<file path="src/rtl/instr_encoder_if.sv">
// Request/response bundle for instr_encoder.
// master: request producer and FIFO consumer. slave: the encoder itself.
interface instr_encoder_if #(
  parameter int unsigned DEPTH = 4
);
  localparam int unsigned CntW = $clog2(DEPTH) + 1;

  logic            flush;
  logic            in_valid;
  logic            in_ready;
  logic [3:0]      in_op;
  logic [4:0]      in_rd;
  logic [4:0]      in_rs1;
  logic [4:0]      in_rs2;
  logic [31:0]     in_imm;
  logic            out_valid;
  logic            out_ready;
  logic [31:0]     out_instr;
  logic            out_err;
  logic [CntW-1:0] count;

  modport master (
    output flush, in_valid, in_op, in_rd, in_rs1, in_rs2, in_imm, out_ready,
    input  in_ready, out_valid, out_instr, out_err, count
  );

  modport slave (
    input  flush, in_valid, in_op, in_rd, in_rs1, in_rs2, in_imm, out_ready,
    output in_ready, out_valid, out_instr, out_err, count
  );
endinterface

</file>
<file path="src/rtl/instr_encoder.sv">
// instr_encoder: packs an op code plus register/immediate fields into a 32-bit RV64I word
// (16-op subset) and buffers the result in a DEPTH-entry FIFO.
// Optional feature: define CHECK_IMM_EN to store a per-entry immediate-range error flag;
// otherwise out_err is tied to 0 and no check logic exists.
module instr_encoder #(
  parameter int unsigned DEPTH = 4
) (
  input logic            clk,
  input logic            reset_n,
  instr_encoder_if.slave bus
);
  localparam int unsigned PtrW = $clog2(DEPTH);
  localparam int unsigned CntW = PtrW + 1;

  typedef enum logic [2:0] {FmtI, FmtR, FmtU, FmtS, FmtB, FmtJ} fmt_e;

  fmt_e            fmt;
  logic [6:0]      opcode;
  logic [2:0]      funct3;
  logic [6:0]      funct7;
  logic [31:0]     imm;
  logic [31:0]     enc_word;

  logic [31:0]     mem_q [DEPTH];
  logic [PtrW-1:0] wr_ptr_q, wr_ptr_d;
  logic [PtrW-1:0] rd_ptr_q, rd_ptr_d;
  logic [CntW-1:0] count_q, count_d;
  logic            in_ready;
  logic            out_valid;
  logic            push;
  logic            pop;

  assign imm = bus.in_imm;

  // Op code to format, major opcode and function fields.
  always_comb begin
    fmt    = FmtI;
    opcode = 7'b0010011;
    funct3 = 3'b000;
    funct7 = 7'b0000000;
    unique case (bus.in_op)
      4'd0:  funct3 = 3'b000;                                       // ADDI
      4'd1:  funct3 = 3'b100;                                       // XORI
      4'd2:  funct3 = 3'b110;                                       // ORI
      4'd3:  funct3 = 3'b111;                                       // ANDI
      4'd4:  begin fmt = FmtU; opcode = 7'b0110111; end             // LUI
      4'd5:  begin fmt = FmtU; opcode = 7'b0010111; end             // AUIPC
      4'd6:  begin fmt = FmtR; opcode = 7'b0110011; end             // ADD
      4'd7:  begin
        fmt    = FmtR;                                              // SUB
        opcode = 7'b0110011;
        funct7 = 7'b0100000;
      end
      4'd8:  begin fmt = FmtR; opcode = 7'b0110011; funct3 = 3'b111; end  // AND
      4'd9:  begin fmt = FmtR; opcode = 7'b0110011; funct3 = 3'b110; end  // OR
      4'd10: begin fmt = FmtR; opcode = 7'b0110011; funct3 = 3'b100; end  // XOR
      4'd11: begin fmt = FmtS; opcode = 7'b0100011; funct3 = 3'b011; end  // SD
      4'd12: begin fmt = FmtI; opcode = 7'b0000011; funct3 = 3'b011; end  // LD
      4'd13: begin fmt = FmtJ; opcode = 7'b1101111; end                   // JAL
      4'd14: begin fmt = FmtI; opcode = 7'b1100111; end                   // JALR
      4'd15: begin fmt = FmtB; opcode = 7'b1100011; end                   // BEQ
    endcase
  end

  // Field packing; fields a format does not carry are simply not used.
  always_comb begin
    enc_word = '0;
    unique case (fmt)
      FmtI: enc_word = {imm[11:0], bus.in_rs1, funct3, bus.in_rd, opcode};
      FmtR: enc_word = {funct7, bus.in_rs2, bus.in_rs1, funct3, bus.in_rd, opcode};
      FmtU: enc_word = {imm[31:12], bus.in_rd, opcode};
      FmtS: enc_word = {imm[11:5], bus.in_rs2, bus.in_rs1, funct3, imm[4:0], opcode};
      FmtB: enc_word = {imm[12], imm[10:5], bus.in_rs2, bus.in_rs1, funct3, imm[4:1],
                        imm[11], opcode};
      FmtJ: enc_word = {imm[20], imm[10:1], imm[11], imm[19:12], bus.in_rd, opcode};
      default: enc_word = '0;
    endcase
  end

  // No bypass: a full FIFO refuses input even when it pops in the same cycle.
  assign in_ready  = reset_n & (count_q < CntW'(DEPTH)) & ~bus.flush;
  assign out_valid = (count_q != '0);
  assign push      = bus.in_valid & in_ready;
  assign pop       = out_valid & bus.out_ready;

  assign bus.in_ready  = in_ready;
  assign bus.out_valid = out_valid;
  assign bus.out_instr = out_valid ? mem_q[rd_ptr_q] : '0;
  assign bus.count     = count_q;

  // Pointer and occupancy next state; flush overrides everything.
  always_comb begin
    wr_ptr_d = wr_ptr_q;
    rd_ptr_d = rd_ptr_q;
    count_d  = count_q;
    if (bus.flush) begin
      wr_ptr_d = '0;
      rd_ptr_d = '0;
      count_d  = '0;
    end else begin
      if (push) wr_ptr_d = wr_ptr_q + PtrW'(1);
      if (pop)  rd_ptr_d = rd_ptr_q + PtrW'(1);
      unique case ({push, pop})
        2'b10:   count_d = count_q + CntW'(1);
        2'b01:   count_d = count_q - CntW'(1);
        default: count_d = count_q;
      endcase
    end
  end

  // FIFO control state.
  always_ff @(posedge clk or negedge reset_n) begin
    if (!reset_n) begin
      wr_ptr_q <= '0;
      rd_ptr_q <= '0;
      count_q  <= '0;
    end else begin
      wr_ptr_q <= wr_ptr_d;
      rd_ptr_q <= rd_ptr_d;
      count_q  <= count_d;
    end
  end

  // FIFO word storage.
  always_ff @(posedge clk or negedge reset_n) begin
    if (!reset_n) begin
      for (int i = 0; i < DEPTH; i++) mem_q[i] <= '0;
    end else if (push) begin
      mem_q[wr_ptr_q] <= enc_word;
    end
  end

`ifdef CHECK_IMM_EN
  logic enc_err;
  logic err_q [DEPTH];

  // Range check on the full 32-bit immediate; sign bits above the field must all agree.
  always_comb begin
    enc_err = 1'b0;
    unique case (fmt)
      FmtI, FmtS: enc_err = (imm[31:11] != '0) && (imm[31:11] != '1);
      FmtB:       enc_err = ((imm[31:12] != '0) && (imm[31:12] != '1)) || imm[0];
      FmtJ:       enc_err = ((imm[31:20] != '0) && (imm[31:20] != '1)) || imm[0];
      FmtU:       enc_err = (imm[11:0] != '0);
      default:    enc_err = 1'b0;
    endcase
  end

  // Error flag storage, written alongside the word.
  always_ff @(posedge clk or negedge reset_n) begin
    if (!reset_n) begin
      for (int i = 0; i < DEPTH; i++) err_q[i] <= 1'b0;
    end else if (push) begin
      err_q[wr_ptr_q] <= enc_err;
    end
  end

  assign bus.out_err = out_valid & err_q[rd_ptr_q];
`else
  assign bus.out_err = 1'b0;
`endif
endmodule
</file>
<file path="src/flat_wrapper.sv">
// flat-port wrapper written by rule: the top's interface ports become plain ports
module instr_encoder_flat 
#(
  parameter int unsigned DEPTH = 4
)
  (clk, reset_n, bus_flush, bus_in_valid, bus_in_op, bus_in_rd, bus_in_rs1, bus_in_rs2, bus_in_imm, bus_out_ready, bus_in_ready, bus_out_valid, bus_out_instr, bus_out_err, bus_count);
  instr_encoder_if #(.DEPTH(DEPTH)) bus_i ();
  input logic clk;
  input logic reset_n;
  input wire logic [$bits(bus_i.flush)-1:0] bus_flush;
  input wire logic [$bits(bus_i.in_valid)-1:0] bus_in_valid;
  input wire logic [$bits(bus_i.in_op)-1:0] bus_in_op;
  input wire logic [$bits(bus_i.in_rd)-1:0] bus_in_rd;
  input wire logic [$bits(bus_i.in_rs1)-1:0] bus_in_rs1;
  input wire logic [$bits(bus_i.in_rs2)-1:0] bus_in_rs2;
  input wire logic [$bits(bus_i.in_imm)-1:0] bus_in_imm;
  input wire logic [$bits(bus_i.out_ready)-1:0] bus_out_ready;
  output wire logic [$bits(bus_i.in_ready)-1:0] bus_in_ready;
  output wire logic [$bits(bus_i.out_valid)-1:0] bus_out_valid;
  output wire logic [$bits(bus_i.out_instr)-1:0] bus_out_instr;
  output wire logic [$bits(bus_i.out_err)-1:0] bus_out_err;
  output wire logic [$bits(bus_i.count)-1:0] bus_count;
  assign bus_i.flush = bus_flush;
  assign bus_i.in_valid = bus_in_valid;
  assign bus_i.in_op = bus_in_op;
  assign bus_i.in_rd = bus_in_rd;
  assign bus_i.in_rs1 = bus_in_rs1;
  assign bus_i.in_rs2 = bus_in_rs2;
  assign bus_i.in_imm = bus_in_imm;
  assign bus_i.out_ready = bus_out_ready;
  assign bus_in_ready = bus_i.in_ready;
  assign bus_out_valid = bus_i.out_valid;
  assign bus_out_instr = bus_i.out_instr;
  assign bus_out_err = bus_i.out_err;
  assign bus_count = bus_i.count;
  instr_encoder #(.DEPTH(DEPTH)) u_core (.clk(clk), .reset_n(reset_n), .bus(bus_i));
endmodule
</file>
<file path="config.mk">
export PLATFORM = sky130hd
export DESIGN_NAME = instr_encoder_flat
export DESIGN_NICKNAME = d
export VERILOG_FILES = /design/src/rtl/instr_encoder_if.sv /design/src/rtl/instr_encoder.sv /design/src/flat_wrapper.sv
export SDC_FILE = /design/constraint.sdc
export NUM_CORES = 1
export LEC_CHECK = 0
export CAP_MARGIN = 15
export CORE_ASPECT_RATIO = 0.8
export CORE_MARGIN = 5
export CORE_UTILIZATION = 45
export CTS_CLUSTER_SIZE = 30
export DETAILED_ROUTE_END_ITERATION = 8
export GPL_TIMING_DRIVEN = 0
export PLACE_DENSITY = 0.68
export SLEW_MARGIN = 20
export SYNTH_ARGS = -nofsm -noshare
export SYNTH_HDL_FRONTEND = slang
export SYNTH_SLANG_ARGS = --single-unit
</file>
<file path="constraint.sdc">
create_clock -name clk -period 3.8 [get_ports clk]
set_clock_uncertainty 0.05 [all_clocks]
set_input_delay 0.38 -clock clk [delete_from_list [all_inputs] [get_ports clk]]
set_output_delay 0.38 -clock clk [all_outputs]
set_load 0.05 [all_outputs]
</file>
==> out/qor.yml <==
setup_path:
  worstSetupStartpointType: "register"
  end_kind: "output pin"
  cp_slowest_cell: "clkdlybuf4s50_1"
  critPathBufInv: 3
  arrival_ns: 2.82
  path_cells: "buf_2, buf_2, mux4_2, and2_1, clkdlybuf4s50_1"
  crit_type: "register to output pin"
  crit_family: "buffers and inverters"
  critPathRequiredTime_ns: 3.37
  crit_top_cell: "buf_2"
  crit_fanout: 10
  cp_slowest_stage_delay_ns: 0.70
layout:
  fin_util_pct: 58.2
  layout_common_cells: "131 x dfrtp_1, 109 x nand2_1, 103 x o21ai_0"
  area_delta_synth_final_pct: 27.7
  fill_cells: 1193
  antenna_cells: 0
  drive_gt1_share_pct: 16.9
  layout.nets: 769
  final_common_cell: "dfrtp_1"
outcome:
  outcome: "complete, no violations"
yosys:
  synth_top_cell_area_share_pct: 50.7
  syn_nets: 658
  yosysWarnings: 0
  ys_seq_elements: 131
  syn_area_um2: 6470
  syn_area_per_cell_um2: 10.8
  yosys-top-cells-area: "dfrtp_1 51%, mux4_2 11%, o21ai_0 8.0%, nand2_1 6.3%, mux2_2 3.7%"
  synth.distinct_cells: 50
  synth-edff-count: 0
  synthArstFlopShare_pct: 100
  syn_inst: 597
  ys.flop_type: "dfrtp_1"
  yosysTopAreaCell: "dfrtp_1"
  yosysSeqAreaShare_pct: 50.7
sta:
  maxSlewHeadroom_pct: 35.0
  final-setup-viol-count: 0
  worstMarginPinSlew_ns: 0.967
  final_hold_viol_count: 0
  max_freq_mhz: 308
  finalSetupTns_ns: 0
  fin_crit_sh_pct: 85.5
  final_max_slew_viol_count: 0
  post-route-min-period_ns: 3.25
  rsz0062_at_grt: "no"
power:
  pwr-share-comb_pct: 41.7
  p_switching_mw: 2.44
  p_clk_share_pct: 26.7
  seqPwrFrac_pct: 31.6
  p_sw_share_pct: 38.0
  leakagePower_nw: 3.59
  internal_power_mw: 3.98
  power_mw: 6.42
  peakVddDrop_v: 0.000555
  power.density_nw_per_um2: 777
grt:
  grt_pass1_vias: 5357
  grtUsageTotal_pct: 23.3
  grt_start_max_net_pins: 76
  grt_antenna_before_repair: 0
  grt_overflow: 0
  grt_pass1_wl_um: 29400
clock_tree:
  cts_tree: "built"
  htree_levels: 4
  clockRootBuffer: "clkbuf_16"
  clkLatencyLatePin_ns: 0.42
  post_cts_buffers: 0
  cts_sinks: 131
  cts_buffers: 17
  clockBufferDepth: 2
  clk_pin_slew_ns: 0.06
place:
  dpl.hpwl_um: 13300
  place_congestion: 0.944
  port_buffers: 90
floorplan:
  die_h_um: 117
  io-pin-count: 94
  rows: 39
  core_area_um2: 14200
  fp.dieW_um: 144
  start_util_pct: 45.6
  die_area_um2: 16900
routing:
  drcViolationCount: 0
  wl_per_cell_um: 20.7
  vias: 5155
  routed_wl_um: 18700
  drt-initial-drc-count: 409
  ant_nets: 0
  vias_per_cell: 5.70
  drtPass1Iterations: 6
job:
  drv_cap: 0
hold_path:
  hold_class: "input pin to register"
-- worst register-to-register path, delay by kind of cell, from the launching register on --
family	cells	cell delay, ns
flops	1	0.45
simple gates	2	0.48
compound gates	3	0.79
fa+ha+maj	1	0.41
-- registers in the layout, summed over array words and instances, names as in the netlist --
| register | flops |
|---|---|
| u_core.rd_ptr_q | 2 |
| u_core.wr_ptr_q | 2 |
| u_core.bus.count | 3 |
| u_core.mem_q | 124 |
-- repair_timing --
action	in CTS	in global routing
gates resized for setup	0	0
hold buffers	1	0
hold endpoints to repair	56	0
-- area by class of cell --
cell class	instances	area, µm²	share of cell area [%]
buffer	48	255	3.09
clock buffer	21	470	5.69
clock inverter	11	150	1.82
inverter	8	30.0	0.363
multi-input combinational	410	2910	35.2
sequential	131	3280	39.7
tap	184	230	2.79
timing repair buffer	92	940	11.4
-- routing by layer --
metal / vias to the layer above / share of wire (%) / routed length, µm / track usage (%)
met5: - / 0 / 0 / 0
met4: 0 / 1.2 / 217 / 5.77
met3: 19 / 9.1 / 1710 / 7.03
met2: 208 / 47 / 8720 / 36.4
met1: 2601 / 43 / 8090 / 32.3
li1: 2327 / - / - / -
-- power by group through the flow --
stage                     sequential, mW  combinational [mW]  clock, mW
after floorplan                     2.01                1.82          0
after global placement              2.01                2.64          0
after detailed placement            2.04                2.69          0
after CTS                           2.02                2.71       1.73
after global routing                2.07                2.89       1.80
final                               2.03                2.68       1.71
-- Yosys cell counts (2+ instances only) --
library cell and count:
dfrtp_1 131, nand2_1 109, o21ai_0 103, and2_1 33, mux4_2 31, buf_2 23, mux2_2 21, mux2i_1 15
a21oi_1 14, clkbuf_1 13, nor2_1 11, inv_1 8, nand2b_1 7, a22o_1 6, nor3b_1 6, nand3_1 5
a221oi_1 4, buf_4 4, buf_6 4, ha_1 4, buf_1 3, nor2b_1 3, o211ai_1 3, o32ai_1 3
or3_1 3, and4_1 2, nor3_1 2, o2bb2ai_1 2, xnor2_1 2, xor2_1 2
-- worst paths after layout --
check | startpoint | end | slack (ns) | cells after the start
hold reg to reg | u_core.mem_q[1] | u_core.mem_q[1] | 0.42 | 1
setup / recovery | u_core.rd_ptr_q[0] | bus_out_instr[5] | 0.55 | 5
hold / removal | bus_flush | u_core.bus.count[2] | 0.12 | 2
min in group asynchronous | reset_n | u_core.mem_q[92] | 0.45 | 2
setup reg to reg | u_core.bus.count[0] | u_core.bus.count[2] | 1.55 | 6
max in group asynchronous | reset_n | u_core.mem_q[20] | 2.50 | 3
-- cells by family after synthesis --
| logic type | synth area share, % |
|---|---|
| and+or+nand+nor | 13.7 |
| DFF | 50.7 |
| AOI/OAI and AO/OA | 12.8 |
| xor gates and xnor gates | 0.541 |
| adders and majority gates | 1.08 |
| other | 0.0579 |
| buffers and inverters | 4.41 |
| muxes | 16.8 |
-- stage by stage --
step	std cells	area (µm²)	hold WS [ns]	setup slack, ns
floorplan	597	6470	0.0344	0.910
global placement	871	7600	0.397	-3.27
detailed placement	872	7630	0.330	0.993
CTS	905	8260	0.118	0.534
global route	905	8260	0.125	0.446
finish	905	8260	0.121	0.552
Note: power is estimated with default switching activity, not from simulation.
